[config.mk]
export PLATFORM = sky130hd
export DESIGN_NAME = eth_pkt_if_to_avalon_st_bridge
export DESIGN_NICKNAME = d
export VERILOG_FILES = /design/src/rtl/eth_pkt_if_to_avalon_st_bridge.sv
export SDC_FILE = /design/constraint.sdc
export NUM_CORES = 1
export LEC_CHECK = 0
export ABC_AREA = 1
export CAP_MARGIN = 20
export CORE_ASPECT_RATIO = 0.8
export CORE_MARGIN = 2
export CORE_UTILIZATION = 45
export CTS_CLUSTER_SIZE = 24
export DETAILED_ROUTE_END_ITERATION = 12
export PLACE_DENSITY_LB_ADDON = 0.25
export SETUP_SLACK_MARGIN = 0.1
export SLEW_MARGIN = 20
export SYNTH_ARGS = -nofsm -noshare
export SYNTH_HDL_FRONTEND = slang
export SYNTH_SLANG_ARGS = --single-unit
[constraint.sdc]
create_clock -name clk_i -period 2.1 [get_ports clk_i]
set_input_delay 0.525 -clock clk_i [delete_from_list [all_inputs] [get_ports clk_i]]
set_output_delay 0.525 -clock clk_i [all_outputs]
set_load 0.005 [all_outputs]
[src/rtl/eth_pkt_if_to_avalon_st_bridge.sv]
// eth_pkt_if to Avalon-ST bridge with a registered two-entry skid buffer.
// Also monitors framing and keeps packet/error counters.
//
// Ports:
//   clk_i, rst_n_i              clock, async active-low reset
//   pkt_data_i .. pkt_mod_i     eth_pkt_if input beat
//   pkt_ready_o                 registered input ready
//   st_*                        Avalon-ST source, readyLatency 0
//   cnt_clr_i                   sync clear of both counters
//   pkt_cnt_o                   forwarded eop count (wrapping)
//   err_cnt_o                   framing error count (saturating)
//   err_sop_o, err_orphan_o     registered framing error strobes
module eth_pkt_if_to_avalon_st_bridge #(
  parameter int DATA_W      = 64,
  parameter int BYTES       = DATA_W / 8,
  parameter int MOD_W       = $clog2(BYTES),
  parameter bit DROP_ORPHAN = 1'b1,
  parameter int PKT_CNT_W   = 32,
  parameter int ERR_CNT_W   = 16
) (
  input  logic                 clk_i,
  input  logic                 rst_n_i,
  input  logic [DATA_W-1:0]    pkt_data_i,
  input  logic                 pkt_val_i,
  input  logic                 pkt_sop_i,
  input  logic                 pkt_eop_i,
  input  logic [MOD_W-1:0]     pkt_mod_i,
  output logic                 pkt_ready_o,
  output logic [DATA_W-1:0]    st_data_o,
  output logic                 st_valid_o,
  output logic                 st_startofpacket_o,
  output logic                 st_endofpacket_o,
  output logic [MOD_W-1:0]     st_empty_o,
  input  logic                 st_ready_i,
  input  logic                 cnt_clr_i,
  output logic [PKT_CNT_W-1:0] pkt_cnt_o,
  output logic [ERR_CNT_W-1:0] err_cnt_o,
  output logic                 err_sop_o,
  output logic                 err_orphan_o
);

  typedef struct packed {
    logic [DATA_W-1:0] data;
    logic              sop;
    logic              eop;
    logic [MOD_W-1:0]  empty;
  } beat_t;

  beat_t main_q, main_d;
  beat_t skid_q, skid_d;
  beat_t in_beat;
  logic  main_v_q, main_v_d;
  logic  skid_v_q, skid_v_d;
  logic  rdy_q;
  logic  in_pkt_q, in_pkt_d;
  logic  err_sop_q, err_orph_q;
  logic  accept, xfer;
  logic  is_err_sop, is_orphan;
  logic  wr;

  logic [PKT_CNT_W-1:0] pkt_cnt_q;
  logic [ERR_CNT_W-1:0] err_cnt_q;

  assign accept = pkt_val_i & rdy_q;
  assign xfer   = main_v_q & st_ready_i;

  assign is_err_sop = accept & pkt_sop_i & in_pkt_q;
  assign is_orphan  = accept & ~pkt_sop_i & ~in_pkt_q;
  // Dropped orphans are still accepted, just never buffered.
  assign wr = accept & ~(is_orphan & DROP_ORPHAN);

  // mod counts valid bytes, empty counts unused ones; only eop beats carry it.
  always_comb begin
    in_beat      = '0;
    in_beat.data = pkt_data_i;
    in_beat.sop  = pkt_sop_i;
    in_beat.eop  = pkt_eop_i;
    if (pkt_eop_i && pkt_mod_i != '0)
      in_beat.empty = MOD_W'(BYTES) - pkt_mod_i;
  end

  // Ready is registered from skid occupancy, so an accept
  // can only happen while skid is empty.
  always_comb begin
    main_d   = main_q;
    main_v_d = main_v_q;
    skid_d   = skid_q;
    skid_v_d = skid_v_q;
    if (xfer) begin
      main_v_d = skid_v_q;
      if (skid_v_q) main_d = skid_q;
      skid_v_d = 1'b0;
    end
    if (wr) begin
      if (!main_v_q || xfer) begin
        main_d   = in_beat;
        main_v_d = 1'b1;
      end else begin
        skid_d   = in_beat;
        skid_v_d = 1'b1;
      end
    end
  end

  always_comb begin
    in_pkt_d = in_pkt_q;
    if (wr) in_pkt_d = (pkt_sop_i | in_pkt_q) & ~pkt_eop_i;
  end

  always_ff @(posedge clk_i or negedge rst_n_i) begin
    if (!rst_n_i) begin
      main_q     <= '0;
      skid_q     <= '0;
      main_v_q   <= 1'b0;
      skid_v_q   <= 1'b0;
      rdy_q      <= 1'b0;
      in_pkt_q   <= 1'b0;
      err_sop_q  <= 1'b0;
      err_orph_q <= 1'b0;
    end else begin
      main_q     <= main_d;
      skid_q     <= skid_d;
      main_v_q   <= main_v_d;
      skid_v_q   <= skid_v_d;
      rdy_q      <= ~skid_v_d;
      in_pkt_q   <= in_pkt_d;
      err_sop_q  <= is_err_sop;
      err_orph_q <= is_orphan;
    end
  end

  always_ff @(posedge clk_i or negedge rst_n_i) begin
    if (!rst_n_i) begin
      pkt_cnt_q <= '0;
      err_cnt_q <= '0;
    end else if (cnt_clr_i) begin
      pkt_cnt_q <= '0;
      err_cnt_q <= '0;
    end else begin
      if (xfer && main_q.eop)
        pkt_cnt_q <= pkt_cnt_q + PKT_CNT_W'(1);
      if ((err_sop_q || err_orph_q) && err_cnt_q != '1)
        err_cnt_q <= err_cnt_q + ERR_CNT_W'(1);
    end
  end

  assign pkt_ready_o        = rdy_q;
  assign st_data_o          = main_q.data;
  assign st_valid_o         = main_v_q;
  assign st_startofpacket_o = main_q.sop;
  assign st_endofpacket_o   = main_q.eop;
  assign st_empty_o         = main_q.empty;
  assign pkt_cnt_o          = pkt_cnt_q;
  assign err_cnt_o          = err_cnt_q;
  assign err_sop_o          = err_sop_q;
  assign err_orphan_o       = err_orph_q;

endmodule

# After elaboration in Yosys (flattened, before gate mapping)
# Index checks and enable logic that the tools add are counted.
[classes]
add_sub_neg = 3
eq_ne = 1
mux = 15
bitwise = 15
reduce_logical = 10
[op_table]
columns = ["cell", "count"]
rows = [
  ["2-to-1 mux 69 bit", 4],
  ["2-to-1 mux 32 bit", 2],
  ["adder 32 x 1 -> 32 bit, second input constant", 1],
  ["2-to-1 mux 16 bit", 2],
  ["adder 16 x 1 -> 16 bit, second input constant", 1],
  ["inequality test 16 bit, second input constant", 1],
  ["bitwise AND 1 bit", 8],
  ["2-to-1 mux 1 bit", 6],
  ["NOT 1 bit", 6],
  ["nonzero test 2 bit", 2],
  ["logical AND 1 bit", 3],
  ["2-to-1 mux 3 bit", 1],
  ["nonzero test 3 bit", 1],
  ["subtractor 1 x 3 -> 3 bit, first input constant", 1],
  ["logical OR 1 bit", 2],
  ["AND reduction 2 bit", 1],
  ["zero test 1 bit", 1],
  ["bitwise OR 1 bit", 1],
]
[word_totals]
register_bits = 192
out_inout_bits = 121

# Logic depth before layout (Yosys ltp)
# Gate-level depths: netlist of run 1.
[logic_depth]
word_depth = 7
mapped_depth = 9
depth_no_buf = 9

# Least setup slack after synthesis of run 1
# OpenSTA, ideal clock, no wires.
[synth_timing]
kind = "input to register"
from = "input pkt_val_i"
to = "register skid_q[53] (netlist name)"
t_arrival_ns = 1.405
t_required_ns = 1.974
setup_slack_ns = 0.569
cell_stages = 9
path_buffers = 2
path_cell_list = "nand2_1 -> nor2_1 -> inv_2 -> nor2_4 -> inv_2 -> buf_4 -> buf_4 -> nand2_1 -> o21ai_1"
[synth_between]
elab_chain_cells = 6
[synth_rtl]
columns = ["item", "line_no", "source"]
rows = [
  ["start: declaration", "24", "input logic pkt_val_i,"],
  ["bitwise AND 1 bit *", "64", "assign accept = pkt_val_i & rdy_q;"],
  ["bitwise AND 1 bit (2 in series)", "68", "assign is_orphan = accept & ~pkt_sop_i & ~in_pkt_q;"],
  ["NOT 1 bit", "70", "assign wr = accept & ~(is_orphan & DROP_ORPHAN);"],
  ["bitwise AND 1 bit *", "70", ""],
  ["AND reduction 2 bit (no source line) *", "--", ""],
  ["end signal: assignment", "122", "skid_q <= skid_d;"],
  ["end: declaration", "50", "beat_t skid_q, skid_d;"],
]
# Mark *: on every way between the ends. The rest lies on a longest branch, timed or not.
# A chain may end at the register's enable or synchronous reset.

# Worst setup path in the final report of run 1
[layout_timing]
from = "register err_cnt_q[9], in the netlist err_cnt_o[9]"
to = "output err_cnt_o[9]"
[layout_lines]
columns = ["item", "line_no", "source"]
rows = [
  ["start: declaration", "62", "logic [ERR_CNT_W-1:0] err_cnt_q;"],
  ["start signal: assignment", "143", "err_cnt_q <= err_cnt_q + ERR_CNT_W'(1);"],
  ["end: declaration", "37", "output logic [ERR_CNT_W-1:0] err_cnt_o,"],
]
# No word-level cell between the ends.

==> impl_metrics.toml, run 1 <==
[outcome]
status = "finished clean"

[timing]
final-setup-viol-count = 0
slew_headroom_pct = 66.1
rsz0062_at_grt = "false"
setup-tns-final_ns = 0
min_period_ns = 1.96
finalMaxSlewViolations = 0
worst_slew_pin_slew_ns = 0.509
hold_slack_ns = 0.0730
finalCritPeriodShare_pct = 93.4
finalHoldViolations = 0
finClkSkew_ns = 0.0124
maxClockFrequency_ghz = 0.510

[floorplan]
io_pins = 195
die_y_um = 131
start_util_pct = 45.8
core-area_um2 = 19800
die_w_um = 163
rows = 46
dieArea_um2 = 21300

[power]
vdd_drop_max_mv = 0.626
cellPowerDensity_nw_per_um2 = 1180
leakagePower_uw = 0.00575

[detailed_routing]
via_per_inst = 5.12
drt_iter0_markers = 707
wire_per_inst_um = 14.9
drtAntennaViolNets = 0
drc = 0
vias = 8057
routed_wirelength_um = 23400
drtPass1Iterations = 6

[setup_path]
cpLargestDelayFamily = "buffers and inverters"
worst_path_max_delay_cell = "clkdlybuf4s50_1"
critPathArrivalTime_ns = 1.44
worst-endpoint-required_ns = 1.57
crit_path_max_incr_delay_ns = 0.54
path_buf_inv = 1
criticalPathCategory = "flip-flop to output port"
start_kind = "flip-flop"
critPathCaptureType = "output port"
cp_max_fo = 6
crit_chain = "clkdlybuf4s50_1"

[final_layout]
layoutNonFillerInstCount = 1575
fillers = 1703
area_growth_pct = 34.2
fin_nets = 1376
diodes = 0
drive_above_1_share_pct = 8.92

[grt]
grt_pass1_vias = 7694
grt_pass1_wl_um = 38700
grt_max_degree = 67
grt_usage_pct = 22.8
antenna_found_initial = 0
grt.overflow.total = 0

[clocking]
clock_sinks = 192
clockBufferDepth = 2
cts_tree = "built"
numCtsBuffers = 17
clockRootBuffer = "clkbuf_16"
ctsHoldBuffers = 0
cts.clk_slew.worst_paths_ns = 0.07
clk_latency_ns = 0.43
cts_max_level = 4

[yosys]
avgSynthCellArea_um2 = 8.23
ys_types = 37
synthesis.area_um2 = 9070
ys_ff_latch = 192
yosysWarnings = 0
seq_area_frac_synth_pct = 53.0
netlist_instances = 1102
synthesis.nets = 1180

[placed_design]
place_congestion = 0.849
dp_hpwl_um = 16200
placed_cells = 1543
io_buffers = 194

[worst_hold_path]
hold_class = "input pin to async pin"

[job]
drv_cap = 0
## routing by layer
layer / global-route usage, % / up-vias / share of wire [%]
li1: - / 3994 / -
met1: 32.1 / 3786 / 46
met2: 35.2 / 262 / 45
met3: 6.44 / 15 / 7.7
met4: 5.62 / 0 / 1.0
met5: 0 / - / 0
## cell type report
cell class / count / area [um2] / share of cell area (%)
timing repair buffer: 234 / 2390 / 19.6
clock buffer: 18 / 429 / 3.52
clock inverter: 14 / 190 / 1.56
inverter: 126 / 473 / 3.88
tap: 264 / 330 / 2.71
sequential: 192 / 4820 / 39.6
multi-input combinational: 727 / 3550 / 29.1
## logic make-up after synthesis
kind of cell | after synthesis | synth area share (%)
AOI/OAI and AO/OA | 198 | 12.7
and+or+nand+nor | 522 | 25.3
DFF | 192 | 53.0
xor gates and xnor gates | 3 | 0.290
adders and majority gates | 4 | 0.552
buffers and inverters | 183 | 8.19
## timing repair
| item | CTS | global route |
|---|---|---|
| cloned | 0 | 0 |
| buffers inserted | 0 | 0 |
| setup endpoints to repair | 2 | 13 |
| gates resized for setup | 2 | 13 |
## Yosys cell counts (all sizes together)
library cell	count	area share, %
clkbuf	20	0.83
nor2	102	5.0
nand3b	2	0.17
a31oi	28	1.9
and3	2	0.14
nor4	1	0.069
ha	4	0.55
xor2	3	0.29
a22oi	1	0.083
a32o	1	0.11
a21oi	26	1.4
nor3b	4	0.33
o21a	1	0.17
and2	2	0.14
o211ai	38	3.1
nor3	7	0.39
or2	4	0.28
nand4	48	3.3
o21ai	98	5.4
o22ai	1	0.069
dfrtp	192	53
buf	37	2.2
inv	126	5.2
o21bai	4	0.33
nand2	312	13
nand3	38	2.5
## report_power, final
group / total (uW) / switching, uW / internal, uW
Combinational: 5070 / 2440 / 2630
Sequential: 5850 / 796 / 5060
Clock: 3400 / 1570 / 1830
Total: 14300 / 4810 / 9520
## flip-flops by register name, summed over array words and instances, names as in the netlist
signal,cells
pkt_ready_o,1
skid_q,69
st_startofpacket_o,1
st_data_o,64
st_empty_o,3
st_endofpacket_o,1
err_cnt_o,16
err_sop_o,1
pkt_cnt_o,32
err_orphan_o,1
in_pkt_q,1
skid_v_q,1
st_valid_o,1
## placed cells by master, fill, tap and decap left out, types with 2 or more instances in the layout
master	instances
o21ai_0	56
or2_2	4
inv_6	4
o21bai_1	4
clkinv_4	2
nor2_1	90
nand3_4	2
o211ai_1	38
inv_1	123
nor2_4	6
nand2_1	308
clkdlybuf4s50_1	192
nor2_2	5
nor3b_1	4
a21oi_1	26
and3_1	2
inv_8	4
nand3_2	5
ha_1	4
clkinv_8	2
nand3_1	31
nand3b_1	2
bufinv_16	2
inv_2	3
nor3_1	7
o21ai_1	42
nand4_1	48
dfrtp_2	14
a31oi_1	28
and2_1	2
buf_4	29
clkbuf_16	17
nand2_2	3
dfrtp_1	178
buf_12	11
xor2_1	3
## worst paths after layout
| path | slack (ns) | to | startpoint | depth (start not counted) |
|---|---|---|---|---|
| worst max register to register | 0.33 | err_cnt_o[11]$_DFFE_PN0P_ | err_cnt_o[1]$_DFFE_PN0P_ | 8 |
| worst min-delay path | 0.07 | pkt_cnt_o[26]$_DFFE_PN0P_ | rst_n_i | 1 |
| worst max-delay path | 0.14 | err_cnt_o[9] | err_cnt_o[9]$_DFFE_PN0P_ | 1 |
| min in group clk_i | 0.48 | skid_q[8]$_DFFE_PN0P_ | skid_q[8]$_DFFE_PN0P_ | 2 |
| max in group asynchronous | 1.42 | pkt_cnt_o[15]$_DFFE_PN0P_ | rst_n_i | 2 |
| worst min register to register | 0.48 | skid_q[8]$_DFFE_PN0P_ | skid_q[8]$_DFFE_PN0P_ | 2 |
## metrics by stage
stage	cell area [um2]	total power [uW]	worst slack, ns	util, %
finish	12200	14300	0.138	61.5
global route	12200	15300	0.101	61.5
CTS	12200	14500	0.107	61.4
detailed placement	11500	11000	-0.103	58.3
global placement	11500	10900	-0.0325	58.3
floorplan	9070	8360	0.569	-
Power figures use the tool's default switching activity.
==> run 2: changes to the inputs <==
- clock period: 2.1 -> 2.3 ns (I/O delays scaled with it)
==> run 2 against run 1 <==
Global-route usage shrank 0.25 points. Total power shrank 9.8%. Count of clock-buffer cells in the layout is the same. Final cell count shrank 1.1%. Worst hold slack gained 0.029 ns. Via count grew 0.27%. First-iteration DRC count grew 11%. Critical path depth is the same. Register-to-register slack gained 0.16 ns. Clock power shrank 11%. Clock skew is essentially flat. Sequential share of layout area grew 0.47 points. Critical path type unchanged. Critical endpoint is now st_valid_o.
==> impl_metrics.toml, run 2 (synthesis results as in run 1) <==
[final_layout]
layoutNonFillerInstCount = 1558
largest_register_ffs = 69
final_cell_mix = "308 x nand2_1, 193 x clkdlybuf4s50_1, 191 x dfrtp_1"
design_area_um2 = 12000
area_growth_pct = 32.2
diodes = 0
largest-register = "skid_q"
drive_above_1_share_pct = 6.80
final_common_cell = "nand2_1"
fin_nets = 1359

[clocking]
cts.clk_slew.worst_paths_ns = 0.07
cts_max_level = 4
clockRootBuffer = "clkbuf_16"
numCtsBuffers = 17
cts_tree = "built"
clockBufferDepth = 2
clk_latency_ns = 0.44
ctsHoldBuffers = 0
clock_sinks = 192

[setup_path]
worst_path_max_delay_cell = "clkdlybuf4s50_1"
critPathCaptureType = "output port"
worst-endpoint-required_ns = 1.73
cpLargestDelayFamily = "buffers and inverters"
crit_chain = "clkdlybuf4s50_1"
criticalPathCategory = "flip-flop to output port"
crit_path_max_incr_delay_ns = 0.56
cp.depth = 1
cp_max_fo = 11
start_kind = "flip-flop"
critPathArrivalTime_ns = 1.53
path_buf_inv = 1
reg2regPathDepth = 8

[power]
cellPowerDensity_nw_per_um2 = 1080
vdd_drop_max_mv = 0.630
leakagePower_uw = 0.00567

[detailed_routing]
drtAntennaViolNets = 0
vias = 8079
routed_wirelength_um = 23100
drc = 0
via_per_inst = 5.19
drt_iter0_markers = 786
drtPass1Iterations = 5
wire_per_inst_um = 14.9

[timing]
finalMaxSlewViolations = 0
final-setup-viol-count = 0
worst_slew_pin_slew_ns = 0.552
finalCritPeriodShare_pct = 91.4
finalHoldViolations = 0
rsz0062_at_grt = "false"
min_period_ns = 2.10
slew_headroom_pct = 63.2
hold_slack_ns = 0.102
setup-tns-final_ns = 0
maxClockFrequency_ghz = 0.476
finClkSkew_ns = 0.0122

[floorplan]
die_w_um = 163
start_util_pct = 45.8
io_pins = 195
core-area_um2 = 19800
die_y_um = 131
dieArea_um2 = 21300
rows = 46

[placed_design]
placed_area_um2 = 11400
placed_cells = 1526
place_congestion = 0.831
io_buffers = 194
dp_hpwl_um = 16100

[grt]
antenna_found_initial = 0
grt_pass1_vias = 7705
grt_pass1_wl_um = 38200
grt_max_degree = 63
grt_usage_pct = 22.6
grt.overflow.total = 0

[job]
drv_cap = 0

[worst_hold_path]
hold_class = "input pin to async pin"

[outcome]
status = "finished clean"
-- run 2: cell types whose count changed in the layout (fill, tap and decap cells not counted), sizes merged --
cell           delta
buf              -17
clkinv            +2
bufinv            -1
clkdlybuf4s50     +1
dlymetal6s2s      -1
inv               -1
-- run 2: worst paths after layout --
| path | start | endpoint | slack [ns] |
|---|---|---|---|
| max | st_valid_o$_DFF_PN0_ | st_valid_o | 0.20 |
| min | rst_n_i | pkt_cnt_o[28]$_DFFE_PN0P_ | 0.10 |
| max reg2reg | err_cnt_o[0]$_DFFE_PN0P_ | err_cnt_o[10]$_DFFE_PN0P_ | 0.49 |
| min reg2reg | in_pkt_q$_DFFE_PN0P_ | err_orphan_o$_DFF_PN0_ | 0.47 |
| max in group asynchronous | rst_n_i | st_valid_o$_DFF_PN0_ | 1.50 |
| min in group clk_i | in_pkt_q$_DFFE_PN0P_ | err_orphan_o$_DFF_PN0_ | 0.47 |
-- run 2: report_power, final --
part	switching [uW]	total (uW)	leakage [uW]	internal [uW]
registers	778	5400	0.00243	4620
clock network	1460	3040	0.000298	1590
logic	2160	4490	0.00295	2330
total	4390	12900	0.00567	8540
-- run 2: cell type report --
cell class	instances	area (um2)
fillers	1697	7810
clock inverters	14	168
repair buffers	217	2230
multi-input cells	727	3550
flip-flops and latches	192	4810
well taps	264	330
inverters	126	473
clock buffers	18	439
-- run 2: repair_timing --
action,CTS,global route
resized for setup,1,0
endpoints found under the setup margin,1,0
hold endpoints to repair,0,0
buffers inserted,0,0
-- run 2: layer usage --
layer  wire length (um)  global-route usage [%]  vias to the layer above
li1                   -                       -                     3962
met1              10800                    31.8                     3820
met2              10200                    34.8                      267
met3               1790                    5.87                       30
met4                287                    6.35                        0
met5                  0                       0                        -
-- run 2: per-stage QoR --
stage,util [%],power (uW),setup slack (ns)
global route,60.6,13800,0.132
finish,60.6,12900,0.198
detailed placement,57.5,9950,0.0185
CTS,60.6,13000,0.173
floorplan,-,7630,0.719
global placement,57.5,9800,0.0692
==> run 3: changes to the inputs <==
--- a/config.mk
+++ b/config.mk
@@ -13,4 +13,5 @@
 export CTS_CLUSTER_SIZE = 24
 export DETAILED_ROUTE_END_ITERATION = 12
+export GPL_ROUTABILITY_DRIVEN = 0
 export PLACE_DENSITY_LB_ADDON = 0.25
 export SETUP_SLACK_MARGIN = 0.1
==> constraint.sdc (replaced) <==
create_clock -name clk_i -period 2.3 [get_ports clk_i]
set_input_delay 0.575 -clock clk_i [delete_from_list [all_inputs] [get_ports clk_i]]
set_output_delay 0.575 -clock clk_i [all_outputs]
set_load 0.1 [all_outputs]
==> run 3 against run 2 <==
Sequential share of layout area increased by 0.88 points. Critical path depth unchanged. First-iteration DRC count decreased by 19%. Clock skew increased by 0.0053 ns. Highest routed layer unchanged. Largest power group is now combinational cells. Worst setup slack improved by 0.23 ns.
==> impl_metrics.toml, run 3 (synthesis results as in run 1) <==
[outcome]
status = "finished clean"

[timing]
min_period_ns = 1.88
finalCritPeriodShare_pct = 81.5
finalMaxSlewViolations = 0
setup-tns-final_ns = 0
slew_headroom_pct = 68.1
worst_slew_pin_slew_ns = 0.478
finalHoldViolations = 0
setup_slack_ns = 0.425
rsz0062_at_grt = "false"
maxClockFrequency_ghz = 0.533
finClkSkew_ns = 0.0175
final-setup-viol-count = 0

[detailed_routing]
drtAntennaViolNets = 0
vias = 8074
wire_per_inst_um = 14.9
via_per_inst = 5.16
routed_wirelength_um = 23400
drt_iter0_markers = 636
drc = 0
drtPass1Iterations = 5

[final_layout]
design_area_um2 = 11700
postLayoutCoreUtil_pct = 59.3
final_common_cell = "nand2_1"
fillers = 1794
largest_register_ffs = 69
largest-register = "skid_q"
area_growth_pct = 29.4
drive_above_1_share_pct = 16.8
diodes = 0
fin_nets = 1367
final_cell_mix = "308 x nand2_1, 188 x dfrtp_1, 143 x buf_4"

[power]
cellPowerDensity_nw_per_um2 = 1490
switchingPower_uw = 9230
switching_share_pct = 52.6
combPwrFrac_pct = 52.1
internal_power_uw = 8320
power.share.clock_pct = 17.1
p_seq_share_pct = 30.8
leakagePower_uw = 0.00586
vdd_drop_max_mv = 1.17

[grt]
antenna_found_initial = 0
grt_usage_pct = 22.2
grt_max_degree = 53
grt_pass1_vias = 7541
grt_pass1_wl_um = 37600
grt.overflow.total = 0

[clocking]
cts_resized = 0
cts_setup_buffers = 0
cts_max_level = 4
clock_sinks = 192
cts_tree = "built"
clk_latency_ns = 0.44
cts.clk_slew.worst_paths_ns = 0.07
ctsHoldBuffers = 0
clockRootBuffer = "clkbuf_16"
clockBufferDepth = 2
numCtsBuffers = 17

[placed_design]
io_buffers = 194
dp_hpwl_um = 16200
placed_area_um2 = 11100
pre_cts_ws_ns = 0.0611

[job]
drv_cap = 0

[setup_path]
start_kind = "flip-flop"
critPathArrivalTime_ns = 1.30
cp_max_fo = 7
crit_chain = "buf_4"
critPathCaptureType = "output port"
crit_path_max_incr_delay_ns = 0.52
criticalPathCategory = "flip-flop to output port"
path_buf_inv = 1
worst_path_max_delay_cell = "dfrtp_1"
worst-endpoint-required_ns = 1.73
cpLargestDelayFamily = "flip-flops"

[floorplan]
start_util_pct = 45.8
io_pins = 195
die_w_um = 163
core-area_um2 = 19800
dieArea_um2 = 21300
die_y_um = 131
rows = 46

[worst_hold_path]
hold_class = "input pin to async pin"
-- run 3: per-layer routing --
| metal | GRT usage [%] | wire, um | vias to the layer above |
|---|---|---|---|
| met5 | 0 | 0 | - |
| met4 | 5.73 | 218 | 0 |
| met3 | 5.27 | 1460 | 17 |
| met2 | 34.2 | 10600 | 222 |
| met1 | 31.7 | 11100 | 3856 |
| li1 | - | - | 3979 |
-- run 3: path summary, 6_finish.rpt --
kind                                                start  cells after the start                        end  slack [ns]
worst max register to register   err_cnt_o[0]$_DFFE_PN0P_                      8   err_cnt_o[7]$_DFFE_PN0P_        0.55
min in group clk_i                 skid_q[20]$_DFFE_PN0P_                      2     skid_q[20]$_DFFE_PN0P_        0.47
worst min register to register     skid_q[20]$_DFFE_PN0P_                      2     skid_q[20]$_DFFE_PN0P_        0.47
max in group asynchronous                         rst_n_i                      2     skid_q[62]$_DFFE_PN0P_        1.52
worst max-delay path            pkt_cnt_o[15]$_DFFE_PN0P_                      1              pkt_cnt_o[15]        0.42
worst min-delay path                              rst_n_i                      1  pkt_cnt_o[30]$_DFFE_PN0P_        0.10
-- run 3: final cells by class --
| type | instances | area (um2) | share of cell area [%] |
|---|---|---|---|
| clock buffer | 17 | 425 | 3.62 |
| inverter | 126 | 473 | 4.03 |
| timing repair buffer | 225 | 1990 | 16.9 |
| tap | 264 | 330 | 2.81 |
| multi-input combinational | 727 | 3550 | 30.2 |
| sequential | 192 | 4810 | 41.0 |
| clock inverter | 14 | 171 | 1.46 |
-- run 3: power by group through the flow --
stage	logic [uW]	clock network (uW)	registers, uW
4_1_cts	9180	3070	5400
2_1_floorplan	2340	0	10000
3_3_place_gp	9050	0	5420
3_5_place_dp	9180	0	5420
6_report	9130	3010	5400
5_1_grt	9710	3190	5550
-- run 3: metrics by stage --
step                power, uW  cells  hold WS (ns)
global route            18400   1565         0.129
finish                  17500   1565         0.105
CTS                     17700   1565         0.117
floorplan               12300   1102         0.279
detailed placement      14600   1534         0.458
global placement        14500   1534         0.453
